## src/rtl/uart_rx.sv

```systemverilog
`default_nettype none
// +--------------------------------------------------------------------------+
// | uart_rx : 8N1 UART receiver, mid-bit sampling, break hold-off. Rev 1.0   |
// +--------------------------------------------------------------------------+
module uart_rx #(
  parameter int CLKS_PER_BIT = 521
) (
  input  logic       rx_clk,
  input  logic       rst,
  input  logic       rx_in,
  output logic [7:0] rx_data,
  output logic       rx_valid,
  output logic       rx_frame_err,
  output logic       rx_busy
);

  localparam int HALF_BIT = (CLKS_PER_BIT - 1) / 2;
  localparam int CNT_W    = $clog2(CLKS_PER_BIT);
  localparam logic [CNT_W-1:0] CNT_HALF = CNT_W'(HALF_BIT);
  localparam logic [CNT_W-1:0] CNT_LAST = CNT_W'(CLKS_PER_BIT - 1);

  typedef enum logic [2:0] {
    IDLE  = 3'd0,
    START = 3'd1,
    DATA  = 3'd2,
    STOP  = 3'd3,
    BREAK = 3'd4
  } state_t;

  state_t           state_q;
  logic             s1_q;
  logic             s2_q;
  logic [CNT_W-1:0] cnt_q;
  logic [CNT_W-1:0] cnt_d;
  logic [2:0]       idx_q;
  logic [7:0]       shift_q;
  logic [7:0]       rx_data_q;
  logic             rx_valid_q;
  logic             rx_frame_err_q;
  logic             rx_busy_q;

  // Idle-high reset value keeps a reset release from looking like a start bit.
  always_ff @(posedge rx_clk or posedge rst) begin
    if (rst) begin
      s1_q <= 1'b1;
      s2_q <= 1'b1;
    end else begin
      s1_q <= rx_in;
      s2_q <= s1_q;
    end
  end

  assign cnt_d = cnt_q + CNT_W'(1);

  always_ff @(posedge rx_clk or posedge rst) begin
    if (rst) begin
      state_q        <= IDLE;
      cnt_q          <= '0;
      idx_q          <= 3'd0;
      shift_q        <= 8'h00;
      rx_data_q      <= 8'h00;
      rx_valid_q     <= 1'b0;
      rx_frame_err_q <= 1'b0;
      rx_busy_q      <= 1'b0;
    end else begin
      rx_valid_q     <= 1'b0;
      rx_frame_err_q <= 1'b0;
      case (state_q)
        IDLE: begin
          cnt_q <= '0;
          idx_q <= 3'd0;
          if (!s2_q) begin
            state_q   <= START;
            rx_busy_q <= 1'b1;
          end
        end
        START: begin
          if (cnt_q == CNT_HALF) begin
            cnt_q <= '0;
            if (!s2_q) begin
              state_q <= DATA;
            end else begin
              state_q   <= IDLE;
              rx_busy_q <= 1'b0;
            end
          end else begin
            cnt_q <= cnt_d;
          end
        end
        DATA: begin
          if (cnt_q == CNT_LAST) begin
            cnt_q   <= '0;
            shift_q <= {s2_q, shift_q[7:1]};
            // Index wraps 7 -> 0, leaving it cleared for the stop bit.
            idx_q   <= idx_q + 3'd1;
            if (idx_q == 3'd7) begin
              state_q <= STOP;
            end
          end else begin
            cnt_q <= cnt_d;
          end
        end
        STOP: begin
          if (cnt_q == CNT_LAST) begin
            cnt_q <= '0;
            if (s2_q) begin
              rx_data_q  <= shift_q;
              rx_valid_q <= 1'b1;
              state_q    <= IDLE;
              rx_busy_q  <= 1'b0;
            end else begin
              rx_frame_err_q <= 1'b1;
              state_q        <= BREAK;
            end
          end else begin
            cnt_q <= cnt_d;
          end
        end
        BREAK: begin
          cnt_q <= '0;
          idx_q <= 3'd0;
          if (s2_q) begin
            state_q   <= IDLE;
            rx_busy_q <= 1'b0;
          end
        end
        default: begin
          state_q   <= IDLE;
          cnt_q     <= '0;
          idx_q     <= 3'd0;
          rx_busy_q <= 1'b0;
        end
      endcase
    end
  end

  assign rx_data      = rx_data_q;
  assign rx_valid     = rx_valid_q;
  assign rx_frame_err = rx_frame_err_q;
  assign rx_busy      = rx_busy_q;

endmodule
`default_nettype wire

```

## config.mk

```make
export PLATFORM = sky130hd
export DESIGN_NAME = uart_rx
export DESIGN_NICKNAME = d
export VERILOG_FILES = /design/src/rtl/uart_rx.sv
export SDC_FILE = /design/constraint.sdc
export NUM_CORES = 1
export LEC_CHECK = 0
export CAP_MARGIN = 20
export CORE_UTILIZATION = 56
export CTS_CLUSTER_DIAMETER = 200
export DETAILED_ROUTE_END_ITERATION = 7
export PLACE_DENSITY_LB_ADDON = 0.3
export SETUP_SLACK_MARGIN = 0.05
export SYNTH_ARGS = -nofsm -noshare
export SYNTH_HDL_FRONTEND = slang
export SYNTH_SLANG_ARGS = --single-unit
```

## constraint.sdc

```tcl
create_clock -name rx_clk -period 2.3 [get_ports rx_clk]
set_input_delay 0.575 -clock rx_clk [delete_from_list [all_inputs] [get_ports rx_clk]]
set_output_delay 0.575 -clock rx_clk [all_outputs]
set_load 0.05 [all_outputs]
```

### Word-level counts from Yosys, hierarchy flattened

Index checks and enable logic that the tools add are counted.

* flip-flop bits (word level): 37
* logic and storage cells: 60

* $add $sub $neg: 2
* equal/unequal tests: 13
* muxes and demuxes: 25
* bitwise gates (word level): 2
* reductions and logical operators: 8

Operators with widths (count)
* $mux 3: 8
* $mux 10: 2
* $pmux 10 s2: 1
* $pmux 3 s5: 1
* $ne 2x2->1 const B: 6
* $add 10x1->10 const B: 1
* $eq 10x10->1 const B: 1
* $eq 10x9->1 const B: 1
* $mux 1: 10
* $eq 3x2->1 const B: 2
* $eq 3x3->1 const B: 2
* $pmux 3 s2: 1
* $reduce_and 6->1: 1
* $pmux 1 s5: 1
* $reduce_and 2->1: 2
* $reduce_and 4->1: 1
* $reduce_or 2->1: 2
* $add 3x1->3 const B: 1
* $eq 3x1->1 const B: 1
* $logic_not 3->1: 1
* $reduce_and 3->1: 1
* $mux 2: 1
* $not 1->1: 2

### Longest topological paths before layout

Gate-level depths: netlist (run 1).

* word-level depth: 4
* depth in mapped cells: 6
* depth with buffers taken out: 5

### Least setup slack after synthesis (run 1)

No wires, ideal clock.

* path type: register -> register
* start point: reg cnt_q[5]
* end point: reg shift_q[0]
* setup time: 0.125 ns
* arrival time: 1.707 ns
* data required time: 2.175 ns
* path slack: 0.468 ns
* stages on the path, launching flop included: 6
* path buffers: 1
* clock period less this slack: 1.832 ns
* path through: dfrtp_1 > nor4_4 > nand3_4 > or3_1 > buf_6 > mux2_4

* longest elaborated chain between the ends: 2

RTL lines
* start, declared: RTL line 33 `logic [CNT_W-1:0] cnt_q;`
* start signal, assigned: RTL line 87 `cnt_q <= cnt_d;`
* start signal, assigned: RTL line 100 `cnt_q <= cnt_d;`
* start signal, assigned: RTL line 116 `cnt_q <= cnt_d;`
* $eq 10x10->1: RTL line 91 `if (cnt_q == CNT_LAST) begin`
* $reduce_and 2->1 (no source line)
* end signal, assigned: RTL line 93 `shift_q <= {s2_q, shift_q[7:1]};`
* end, declared: RTL line 36 `logic [7:0] shift_q;`

Every way passes these cells.
A chain may end at the register's enable or synchronous reset.

### Worst setup path after layout (run 1)

* start point: reg rx_busy_q, in the netlist rx_busy
* end point: out rx_busy

RTL lines
* start, declared: RTL line 40 `logic rx_busy_q;`
* start signal, assigned: RTL line 64 `rx_busy_q <= 1'b0;`
* start signal, assigned: RTL line 74 `rx_busy_q <= 1'b1;`
* start signal, assigned: RTL line 84 `rx_busy_q <= 1'b0;`
* end, declared: RTL line 14 `output logic rx_busy`

No word-level cell between the ends.

==> results of run 1 <==
==> cells in the final DEF (no fill, tap or decap), types with 2 or more instances in the layout <==
cell and instances:
sky130_fd_sc_hd__inv_1 10, sky130_fd_sc_hd__clkdlybuf4s50_1 13, sky130_fd_sc_hd__mux2_4 8, sky130_fd_sc_hd__ha_1 4, sky130_fd_sc_hd__nor3_1 2, sky130_fd_sc_hd__xor2_1 3, sky130_fd_sc_hd__bufinv_16 2, sky130_fd_sc_hd__xnor2_1 5
sky130_fd_sc_hd__nand3_1 8, sky130_fd_sc_hd__a21oi_1 2, sky130_fd_sc_hd__clkbuf_4 5, sky130_fd_sc_hd__nor4_1 3, sky130_fd_sc_hd__nand4_1 2, sky130_fd_sc_hd__dfstp_2 2, sky130_fd_sc_hd__dfrtp_1 35, sky130_fd_sc_hd__a41oi_1 2
sky130_fd_sc_hd__nand2_1 6, sky130_fd_sc_hd__nor4_4 2, sky130_fd_sc_hd__nor2_1 14, sky130_fd_sc_hd__or3_1 2, sky130_fd_sc_hd__a311oi_1 3, sky130_fd_sc_hd__mux2_2 9
==> path summary, 6_finish.rpt <==
path,from,endpoint,cells after the start
min in group asynchronous,rst,rx_data[5],3
worst min register to register,s1_q,s2_q,0
worst max register to register,cnt_q[5],shift_q[6],4
worst min-delay path,s1_q,s2_q,0
max in group asynchronous,rst,s2_q,3
worst max-delay path,rx_busy,rx_busy,1
==> flip-flops by register name, summed over array words and instances, names as in the netlist <==
register / cells
cnt_q: 10
idx_q: 3
rx_busy: 1
rx_data: 8
rx_frame_err: 1
rx_valid: 1
s1_q: 1
s2_q: 1
shift_q: 8
state_q: 3
==> cells by family after synthesis <==
logic type,count (synthesis)
AOI/OAI and AO/OA,11
and+or+nand+nor,45
adders and majority gates,5
DFF,37
xor gates and xnor gates,8
muxes,17
buffers and inverters,15
==> final cells by class <==
cell class              count  area [sq um]  area share (%)
well taps                  31          38.8            1.98
flip-flops and latches     37           928            47.4
inverters                  10          37.5            1.92
repair buffers             14           138            7.02
multi-input cells          86           714            36.5
clock inverters             3          65.1            3.32
clock buffers               5          37.5            1.92
==> per-layer routing <==
layer  share of wire, %  up-vias  global-route usage (%)  wire [um]
met5                  0        -                       0          0
met4                1.6        0                    8.01         44
met3                2.7        5                    4.31         74
met2                 50       15                    31.6       1350
met1                 45      523                    24.7       1220
li1                   -      516                       -          -
==> power breakdown <==
part / internal, mW / leakage, nW / switching, mW
registers: 0.653 / 0.490 / 0.00169
clock network: 0.337 / 0.0552 / 0.213
logic: 0.00472 / 0.343 / 0.0142
total: 0.995 / 0.888 / 0.229
==> stage by stage <==
stage | hold slack (ps) | std cells
2_1_floorplan | 345 | 138
3_3_place_gp | 347 | 178
3_5_place_dp | 349 | 178
4_1_cts | 365 | 186
5_1_grt | 367 | 186
6_report | 364 | 186
==> results.txt, run 1 <==
- The signal on the critical path passes through clkdlybuf4s50_1.
* Clk Latency, worst-skew pair: 330 ps
* Clock Path Buffers: 2
- Ports placed on the boundary: 14
- Slack of the worst reg-to-reg path: 230 ps
- The design draws 1.22 mW.
- Buffers inserted during clock tree synthesis total 5.
- Maximum frequency from static timing analysis: 0.477 GHz
* Clock root buffer: sky130_fd_sc_hd__clkbuf_4
* Layout overhead on the synthesized area: 14.8%
- In the post-route analysis, the smallest setup slack over all paths is 202 ps.
- Max cap viols: 0
- For this run, the slowest stage of the critical path takes 810 ps.
- EDFF count, synth: 0
* Worst slack, placed: 239 ps
- Slew at the pin with the worst max-slew slack: a little under 600 ps
- Aggregate global routing overflow: 0
* Run status: complete, but fails checks
- In the synthesized netlist, the number of instances is approximately 140.
- Final setup vio count: 0
* Number of sinks driven by the clock tree: 37
- The H-tree was split into 2 levels.
* Adder and majority cell fraction of the synthesized area: 3.52%
* RSZ-0062 raised after global routing: no
- Hold repair after CTS inserted 0 buffers.
- The share of the Yosys chip area taken by registers is between 50 and 60%.
- Summing all placed instances gives a cell area of 1860 sq um.
- Post-CTS Repair Setup Buffers: 0
- Post-Synthesis Cell Area: 1710 sq um
- Post-layout min period: 2100 ps
- The number of antenna diodes in the final layout is 0.
- The synthesized design contains 37 register bits.
- For the final database, setup skew stands at 6.52 ps.
* Final worst-path cycle share: 91.2%
- The number of global-route vias before repair came to about 1100.
- First-pass GRT wire length: 4770 um
- The checks that failed: DRC.
- For this configuration, the core starts out at a cell density of about three fifths.
* Fillers: 215
- Initial detailed-routing violation count: 25
- Data arrival, critical path: 1520 ps
* Simple-gate share of the synthesized area: between 10% and 20%
* Cell types with the highest counts after synthesis: sky130_fd_sc_hd__dfrtp_1 (35), sky130_fd_sc_hd__nor2_1 (14), sky130_fd_sc_hd__inv_1 (10), sky130_fd_sc_hd__mux2_2 (9)
- In the routed design, unresolved DRC markers number 1.
- Number of slew-limit violations in the final report: 0
- After detailed routing, the average wire length per cell comes to about 14 um.
- Relative slew slack: 60.6%
- Data required time of the critical path: 1730 ps
* Flip-flop cell with the highest count after synthesis: sky130_fd_sc_hd__dfrtp_1
- During synthesis, Yosys emitted a total of 0 warnings.
* Core box area: between 2000 and 3000 sq um
- Kind of critical path: flip-flop to output port
- Post-synthesis net count: 145
- Global-route total usage across every layer: 19.2%
- By area, the combinational part of the netlist is dominated by simple AND/OR/NAND/NOR gates.
- Antenna violations before repair: 0
* Async set-reset flop share out of synthesis: 100%
- The number of buffers and inverters on the critical path is 1.
* Pin count of the biggest net entering global routing: 38
- Avg Synthesized Cell Area: 12.4 sq um
* Clock-pin slew on the worst setup and hold paths: 100 ps
- For this run, the detailed router's first-pass iteration total came to 6.
- The post-route netlist has 22.6% of its cells at a drive strength greater than 1.
* Synth Area in Compound Gates: 5.13%
- The number of hold-slack violations in the final timing report came to 0.
* Post-layout utilization of the core: about 69%
- For this run, the post-layout net count is around 160.
* Number of different library cells in the post-synthesis netlist: 32
- I/O Buffers: 13
* Die Area: approximately 3300 sq um
- Along the worst path, the maximum fanout reaches 3.
- Number of cell rows: 19
- RD Place Congestion: around 0.85
- VDD sags by at most 416 uV.
* Most common cell in the synthesized netlist: sky130_fd_sc_hd__dfrtp_1
- From left edge to right edge, the die measures about 57 um.
- The cell family contributing the most delay on the critical path is buffers and inverters.
* Total negative slack: 0 ps
- In the post-synthesis netlist, the biggest area contributors are sky130_fd_sc_hd__dfrtp_1 (51%), sky130_fd_sc_hd__mux2_4 (7.0%), sky130_fd_sc_hd__mux2_2 (5.9%), sky130_fd_sc_hd__dfstp_2 (3.1%), sky130_fd_sc_hd__nor2_1 (3.1%).
- The min-delay analysis places its worst path in the category flip-flop to flip-flop.
- STA classifies the critical path endpoint as an output port.
- The worst setup path is launched from a flip-flop.
- Mux share of post-synthesis cell area: 13.0%
- Gates resized during post-CTS repair numbered 0.
* Post-DR vias/cell: between 5 and 6
- Summed over all cells, the static leakage comes to 0.888 nW.
- Across all layers, the routed design uses between 1000 and 1500 vias.
* CTS tree: done
* Share of Yosys cell area claimed by the top area cell type: between 50% and 60%
- Number of nets with antenna violations after routing: 0
* Detailed placement HPWL: 1930 um
- Critical-path cell with the highest stage delay: sky130_fd_sc_hd__clkdlybuf4s50_1
* Share of the synthesized netlist area taken by xor and xnor gates: between 4 and 5%
- Die height: 57.2 um
- Summing all non-filler instances in the final layout gives an area of 1960 sq um.
- Cell type contributing the most total cell area after synthesis: sky130_fd_sc_hd__dfrtp_1
- P per Cell Area: 625 nW/um^2
- Summed over all layers, the routed wires come to 2690 um.
No activity file was read; power rests on OpenSTA's default activity.
==> run 2, diff against run 1 <==
--- a/config.mk
+++ b/config.mk
@@ -6,6 +6,7 @@
 export NUM_CORES = 1
 export LEC_CHECK = 0
 export CAP_MARGIN = 20
+export CORE_MARGIN = 4
 export CORE_UTILIZATION = 56
 export CTS_CLUSTER_DIAMETER = 200
 export DETAILED_ROUTE_END_ITERATION = 7
==> results.txt, run 2 (same netlist as run 1, synthesis figures left out) <==
- The cell area power density was 621 nW/um^2 (was 625 nW/um^2).
- Clk Latency, worst-skew pair: 330 ps (about the same)
- The TritonCTS clock tree is done (unchanged).
* Total negative slack: 0 ps (unchanged)
* Top Metal Used: met4 (unchanged)
* Pin count of the biggest net entering global routing: 38 (unchanged)
- Post-layout min period: 2110 ps (was 2100 ps)
* First-pass GRT wire length: 4910 um (was 4770 um)
- Worst vdd ir: 406 uV (was 416 uV)
- The cell row count was 19 (unchanged).
- The total design power was 1.22 mW (about the same).
- Total via count in the routed design: 1093 (was 1059)
- The number of flip-flops in the largest register was 10 (unchanged).
- The count of routing violations after the opening detailed-route iteration came to 41 (was 25).
- Summed area of non-filler cells in the final layout: 1960 sq um (unchanged)
- The kind of cell with the highest combined delay on the critical path is buffers and inverters (unchanged).
- The library cell used as clock root buffer was sky130_fd_sc_hd__clkbuf_4 (unchanged).
- The worst slew margin relative to its limit was 62.9% (was 60.6%).
* Clock buffers created by TritonCTS: 5 (unchanged)
- Final setup vio count: 0 (unchanged)
* Data required time of the critical path: 1730 ps (about the same)
- Layout overhead on the synthesized area: 14.8% (unchanged)
- Number of slew-limit violations in the final report: 0 (unchanged)
- Number of gates resized after cts: 0 (unchanged)
- Detailed placement HPWL: 1980 um (was 1930 um)
* Kind of critical path: flip-flop to output port (unchanged)
- RD Place Congestion: 0.863 (was 0.849)
* WL/cell: 14.8 um (was 14.5 um)
* Final net count: 161 (unchanged)
- Slew at the pin with the worst max-slew slack: 552 ps (was 586 ps)
- Delay of the slowest cell on the worst path: 810 ps (about the same)
- The global routing usage summed across all routing layers came to 16.1% (was 19.2%).
- Number of remaining DRC errors: 0 (was 1)
- Biggest fanout along the worst timing path: 3 (unchanged)
- The arrival time at the worst endpoint came to 1530 ps (was 1520 ps).
* Met3 WL: 113 um (was 74 um)
* RSZ-0062 raised after global routing: no (unchanged)
- Commonest non-fill, non-tap cells in the layout: sky130_fd_sc_hd__dfrtp_1 (35), sky130_fd_sc_hd__nor2_1 (14), sky130_fd_sc_hd__clkdlybuf4s50_1 (13), sky130_fd_sc_hd__inv_1 (10), sky130_fd_sc_hd__mux2_2 (9) (unchanged).
* Run status: finished clean (was complete, but fails checks)
* WL final: 2750 um (was 2690 um)
- I/O Buffers: 13 (unchanged)
- The critical path depth in cells was 1 (unchanged).
* Crit path cell chain: clkdlybuf4s50_1 (unchanged)
- Starting utilization of the core area: 60.3% (unchanged)
* DRT met1 WL: 1160 um (was 1220 um)
- The startpoint type of the worst setup path is a flip-flop (unchanged).
- Core box area: 2830 sq um (unchanged)
- The ratio of cells with drive above 1 in the final layout was 22.6% (unchanged).
- Clock-pin slew on the worst setup and hold paths: 110 ps (was 100 ps)
* Last element of the critical path: rx_busy (unchanged)
* Fin Clk Skew: 7.61 ps (was 6.52 ps)
- Ports placed on the boundary: 14 (unchanged)
- The floorplan die area was 3990 sq um (was 3270 sq um).
- The maximum count of clock buffers along a single path came to 2 (unchanged).
* Detailed-router iteration count before antenna repair: 4 (was 6)
- Post-CTS Hold Buffers: 0 (unchanged)
- The die width came to 63.2 um (was 57.2 um).
* FF-to-FF End: shift_q[6] (unchanged)
- The total placed cells including tap cells is 178 (unchanged).
- The number of hold-slack violations in the final timing report came to 0 (unchanged).
* Endpoint class of the critical path: output port (unchanged)
- The number of diodes added for antenna fixing was 0 (unchanged).
- The buffer count from post-CTS setup fixing is 0 (unchanged).
- The depth of the most critical reg-to-reg path is 4 (unchanged).
- Static power due to leakage: 0.888 nW (unchanged)
* Type of the most critical hold path: flip-flop to flip-flop (unchanged)
- Maximum frequency from static timing analysis: 0.474 GHz (was 0.477 GHz)
- Most common library cell in the layout ignoring fill and taps: sky130_fd_sc_hd__dfrtp_1 (unchanged)
* Detail Route met2 WL: 1400 um (was 1350 um)
- The origin of the critical flop-to-flop path was cnt_q[5] (unchanged).
* Max cap viols: 0 (unchanged)
- The number of antenna violations at the first check in global routing was 0 (unchanged).
- The post-layout instance count excluding filler cells was 186 (unchanged).
* Aggregate global routing overflow: 0 (unchanged)
* Register name with the most flops: cnt_q (unchanged)
* Worst setup path startpoint: rx_busy (unchanged)
- The buffers plus inverters on the worst setup path was 1 (unchanged).
* Post-DR vias/cell: 5.88 (was 5.69)
* Final worst-path cycle share: 91.7% (was 91.2%)
- The setup slack after layout was 190 ps (was 202 ps).
* CTS HTree Levels: 2 (unchanged)
* Slack of the worst reg-to-reg path: 240 ps (was 230 ps)
- The number of global-route vias before repair was 1092 (was 1093).
- Number of nets with antenna violations after routing: 0 (unchanged)
- The post-placement worst setup slack is 255 ps (was 239 ps).
- The height of the chip is 63.2 um (was 57.2 um).
- Number of sinks driven by the clock tree: 37 (unchanged)
- Placement Cell Area: 1860 sq um (unchanged)
- The cell with the biggest individual delay on the critical path is sky130_fd_sc_hd__clkdlybuf4s50_1 (unchanged).
run 2: power by group:
group	internal, mW	switching, mW
Sequential	0.653	0.00164
Clock	0.336	0.206
Combinational	0.00471	0.0138
run 2: area by class of cell:
type / instances / area, sq um
sequential: 37 / 928
fill: 213 / 870
multi-input combinational: 86 / 714
timing repair buffer: 14 / 138
clock inverter: 3 / 65.1
tap: 31 / 38.8
clock buffer: 5 / 37.5
inverter: 10 / 37.5
run 2: metal layers:
metal	track usage, %	vias to the layer above
li1	-	520
met1	18.2	542
met2	26.6	24
met3	5.33	7
met4	8.89	0
met5	0	-
run 2: how the worst min path moves through the flow:
stage,start,endpoint,slack [ps],cells past startpoint
3_3_place_gp,s1_q,s2_q,350,0
4_1_cts,s1_q,s2_q,370,0
5_1_grt,s1_q,s2_q,370,0
6_report,s1_q,s2_q,360,0
2_1_floorplan,s1_q,s2_q,350,0
3_5_place_dp,s1_q,s2_q,350,0
run 2: per-stage QoR:
step                      utilization, %  hold WS, ps
after CTS                           69.3          365
final                               69.3          364
after global placement              65.6          347
after detailed placement            65.6          349
after global routing                69.3          372
after floorplan                        -          345
==> run 3, diff against run 2 <==
--- a/config.mk
+++ b/config.mk
@@ -6,10 +6,13 @@
 export NUM_CORES = 1
 export LEC_CHECK = 0
 export CAP_MARGIN = 20
+export CELL_PAD_IN_SITES_DETAIL_PLACEMENT = 1
+export CELL_PAD_IN_SITES_GLOBAL_PLACEMENT = 2
 export CORE_MARGIN = 4
-export CORE_UTILIZATION = 56
+export CORE_UTILIZATION = 38
 export CTS_CLUSTER_DIAMETER = 200
 export DETAILED_ROUTE_END_ITERATION = 7
+export DONT_BUFFER_PORTS = 1
 export PLACE_DENSITY_LB_ADDON = 0.3
 export SETUP_SLACK_MARGIN = 0.05
 export SYNTH_ARGS = -nofsm -noshare
==> constraint.sdc (replaced) <==
create_clock -name rx_clk -period 1.9 [get_ports rx_clk]
set_input_delay 0.475 -clock rx_clk [delete_from_list [all_inputs] [get_ports rx_clk]]
set_output_delay 0.475 -clock rx_clk [all_outputs]
set_load 0.05 [all_outputs]
==> results.txt, run 3 (same netlist as run 1, synthesis figures left out) <==
- The design internal power was 1.19 mW (was 0.995 mW).
- Share of final-layout standard cells stronger than drive strength 1: 32.7% (was 22.6%)
- I/O Buffers: 0 (was 13)
* Worst vdd ir: 296 uV (was 406 uV)
* Final worst-path cycle share: 94.1%
- Die Area: 5630 sq um (was 3990 sq um)
- The area growth from synthesis to layout came to 16.4% (was 14.8%).
- Slack of the worst reg-to-reg path: 110 ps (was 240 ps)
- Total via count in the routed design: 1101 (was 1093)
- Starting utilization of the core area: 39.2% (was 60.3%)
- Maximum frequency from static timing analysis: 0.560 GHz
* Max cap viols: 0 (unchanged)
- Most common library cell in the layout ignoring fill and taps: sky130_fd_sc_hd__dfrtp_1 (unchanged)
- First-pass GRT wire length: 5600 um (was 4910 um)
- Antenna violations before repair: 0 (unchanged)
* Relative slew slack: 65.8% (was 62.9%)
- Detailed-router iteration count before antenna repair: 2 (was 4)
- Detailed placement HPWL: 2430 um (was 1980 um)
- Data arrival, critical path: 1970 ps (was 1530 ps)
- The origin of the critical flop-to-flop path is cnt_q[7] (was cnt_q[5]).
- Number of remaining DRC errors: 0 (unchanged)
- Last element of the critical path: rx_data[3] (was rx_busy)
* Die Wd: 75.0 um (was 63.2 um)
* Register-to-Register Path Depth: 6 (was 4)
* Clock-pin slew on the worst setup and hold paths: 80 ps (was 110 ps)
- Core box area: 4350 sq um (was 2830 sq um)
- Slew at the pin with the worst max-slew slack: 512 ps (was 552 ps)
* Hold Vio Cnt, Final: 0 (unchanged)
* Commonest non-fill, non-tap cells in the layout: sky130_fd_sc_hd__dfrtp_1 (34), sky130_fd_sc_hd__nor2_1 (14), sky130_fd_sc_hd__buf_4 (13), sky130_fd_sc_hd__inv_1 (10), sky130_fd_sc_hd__mux2_2 (9) (was sky130_fd_sc_hd__dfrtp_1 (35), sky130_fd_sc_hd__nor2_1 (14), sky130_fd_sc_hd__clkdlybuf4s50_1 (13), sky130_fd_sc_hd__inv_1 (10), sky130_fd_sc_hd__mux2_2 (9))
* Post-DR vias/cell: 5.29 (was 5.88)
* Global-route total usage across every layer: 13.2% (was 16.1%)
- The tightest hold margin was 176 ps (was 364 ps).
- Crit path cell chain: nor4_4 > nand3_4 > buf_6 > nor4_4 > buf_6 > mux2_2 (was clkdlybuf4s50_1).
- Number of nets with antenna violations after routing: 0 (unchanged)
* Power dissipated by switching net loads: 0.312 mW (was 0.221 mW)
- The overflow left after global routing was 0 (unchanged).
- The worst setup skew after layout was 4.53 ps (was 7.61 ps).
- The maximum count of clock buffers along a single path is 2 (unchanged).
* P per Cell Area: 754 nW/um^2 (was 621 nW/um^2)
* Type of the most critical hold path: primary input to asynchronous set/reset pin (was flip-flop to flip-flop)
* Worst slack, placed: 14.5 ps (was 255 ps)
- Static power due to leakage: 0.915 nW (was 0.888 nW)
* Combined buffer and inverter count along the critical path: 2 (was 1)
- The number of H-tree levels is 2 (unchanged).
- The register with the most flip-flops is cnt_q (unchanged).
- Run status: finished clean (unchanged)
* Biggest fanout along the worst timing path: 8 (was 3)
- WL final: 3370 um (was 2750 um)
- Critical-path cell with the highest stage delay: sky130_fd_sc_hd__dfrtp_2 (was sky130_fd_sc_hd__clkdlybuf4s50_1)
* Total negative slack: 0 ps (unchanged)
- Final net count: 162 (was 161)
* Post-CTS Hold Buffers: 0 (unchanged)
* Worst setup path startpoint: cnt_q[7] (was rx_busy)
* RD Place Congestion: 0.727 (was 0.863)
* Combinational cell fraction of total power: 1.3% (was 1.5%)
* Clk pwr share: 45.8% (was 44.6%)
- Final setup vio count: 0 (unchanged)
- The average wire per cell in the routed design came to 16.2 um (was 14.8 um).
- FF-to-FF End: rx_data[3] (was shift_q[6])
* Fillers: 482 (was 213)
- The required time at the worst-slack endpoint was 2080 ps (was 1730 ps).
- Switching Fraction: 20.8% (was 18.2%)
* Clock buffers created by TritonCTS: 5 (unchanged)
* Number of flip-flops in the largest register: 10 (unchanged)
- The library cell used as clock root buffer is sky130_fd_sc_hd__clkbuf_8 (was sky130_fd_sc_hd__clkbuf_4).
- Number of antenna cells inserted: 0 (unchanged)
* Number of cell rows: 24 (was 19)
- The kind of cell with the highest combined delay on the critical path is simple AND/OR/NAND/NOR gates (was buffers and inverters).
- Kind of critical path: flip-flop to flip-flop (was flip-flop to output port)
- Part of the total power dissipated in sequential elements: 52.9% (was 53.9%)
- The endpoint kind of the worst setup timing path is a flip-flop (was output port).
- The largest net degree at the start of global routing was 38 (unchanged).
* Number of sinks driven by the clock tree: 37 (unchanged)
- Post-layout min period: 1790 ps
* Number of slew-limit violations in the final report: 0 (unchanged)
- The top-level port count was 14 (unchanged).
* Die height: 75.0 um (was 63.2 um)
- Clk Latency, worst-skew pair: 290 ps (was 330 ps)
* Delay of the slowest cell on the worst path: 430 ps (was 810 ps)
- The startpoint type of the worst setup path is a flip-flop (unchanged).
* CP Depth: 6 (was 1)
- Initial detailed-routing violation count: 43 (was 41)
* RSZ-0062 raised after global routing: yes (was no)
- Number of global-route vias before repair: 1154 (was 1092)
- The setup slack after layout came to 113 ps (was 190 ps).
- The TritonCTS clock tree is done (unchanged).
-- run 3: cell types whose count changed in the layout (fill, tap and decap cells not counted), sizes merged --
cell and delta:
bufinv -1, buf +14, clkdlybuf4s50 -13, clkinvlp +1
-- run 3: stage by stage --
stage / util, % / instances / total power, mW / area [sq um]
3_3_place_gp: 42.5 / 199 / 0.828 / 1850
4_1_cts: 45.3 / 207 / 1.52 / 1970
3_5_place_dp: 42.5 / 199 / 0.829 / 1850
5_1_grt: 45.6 / 208 / 1.55 / 1990
6_report: 45.6 / 208 / 1.50 / 1990
2_1_floorplan: - / 138 / 0.822 / 1710
-- run 3: per-layer routing --
layer,GRT usage [%],vias to the layer above,routed length (um)
li1,-,521,-
met5,0,-,0
met3,3.20,6,118
met4,4.74,0,44
met2,22.1,15,1670
met1,16.5,559,1530
-- run 3: layout make-up --
class,instances,area (sq um),share of cell area [%]
Clock buffer,5,68.8,3.46
Clock inverter,3,46.3,2.33
Inverter,10,37.5,1.89
Multi-Input combinational cell,86,719,36.2
Sequential cell,37,930,46.8
Tap cell,52,65.1,3.27
Timing Repair Buffer,15,120,6.05
-- run 3: power groups by stage --
stage | Combinational, mW | Sequential, mW | Clock, mW
2_1_floorplan | 0.0141 | 0.807 | 0
3_3_place_gp | 0.0199 | 0.808 | 0
3_5_place_dp | 0.0208 | 0.808 | 0
4_1_cts | 0.0209 | 0.793 | 0.705
5_1_grt | 0.0235 | 0.793 | 0.737
6_report | 0.0195 | 0.793 | 0.686
-- run 3: worst min-delay path by stage --
| stage | end | slack [ps] | cells after the start |
|---|---|---|---|
| after floorplan | s2_q | 350 | 0 |
| after global placement | s2_q | 350 | 0 |
| after detailed placement | s2_q | 350 | 0 |
| after CTS | s1_q | 160 | 0 |
| after global routing | s1_q | 160 | 0 |
| final | rx_data[5] | 180 | 2 |
-- run 3: timing repair --
action / in CTS / in global routing
pin swaps: 0 / 2
buffers inserted: 0 / 1
setup endpoints to repair: 8 / 8
gates resized for setup: 1 / 3
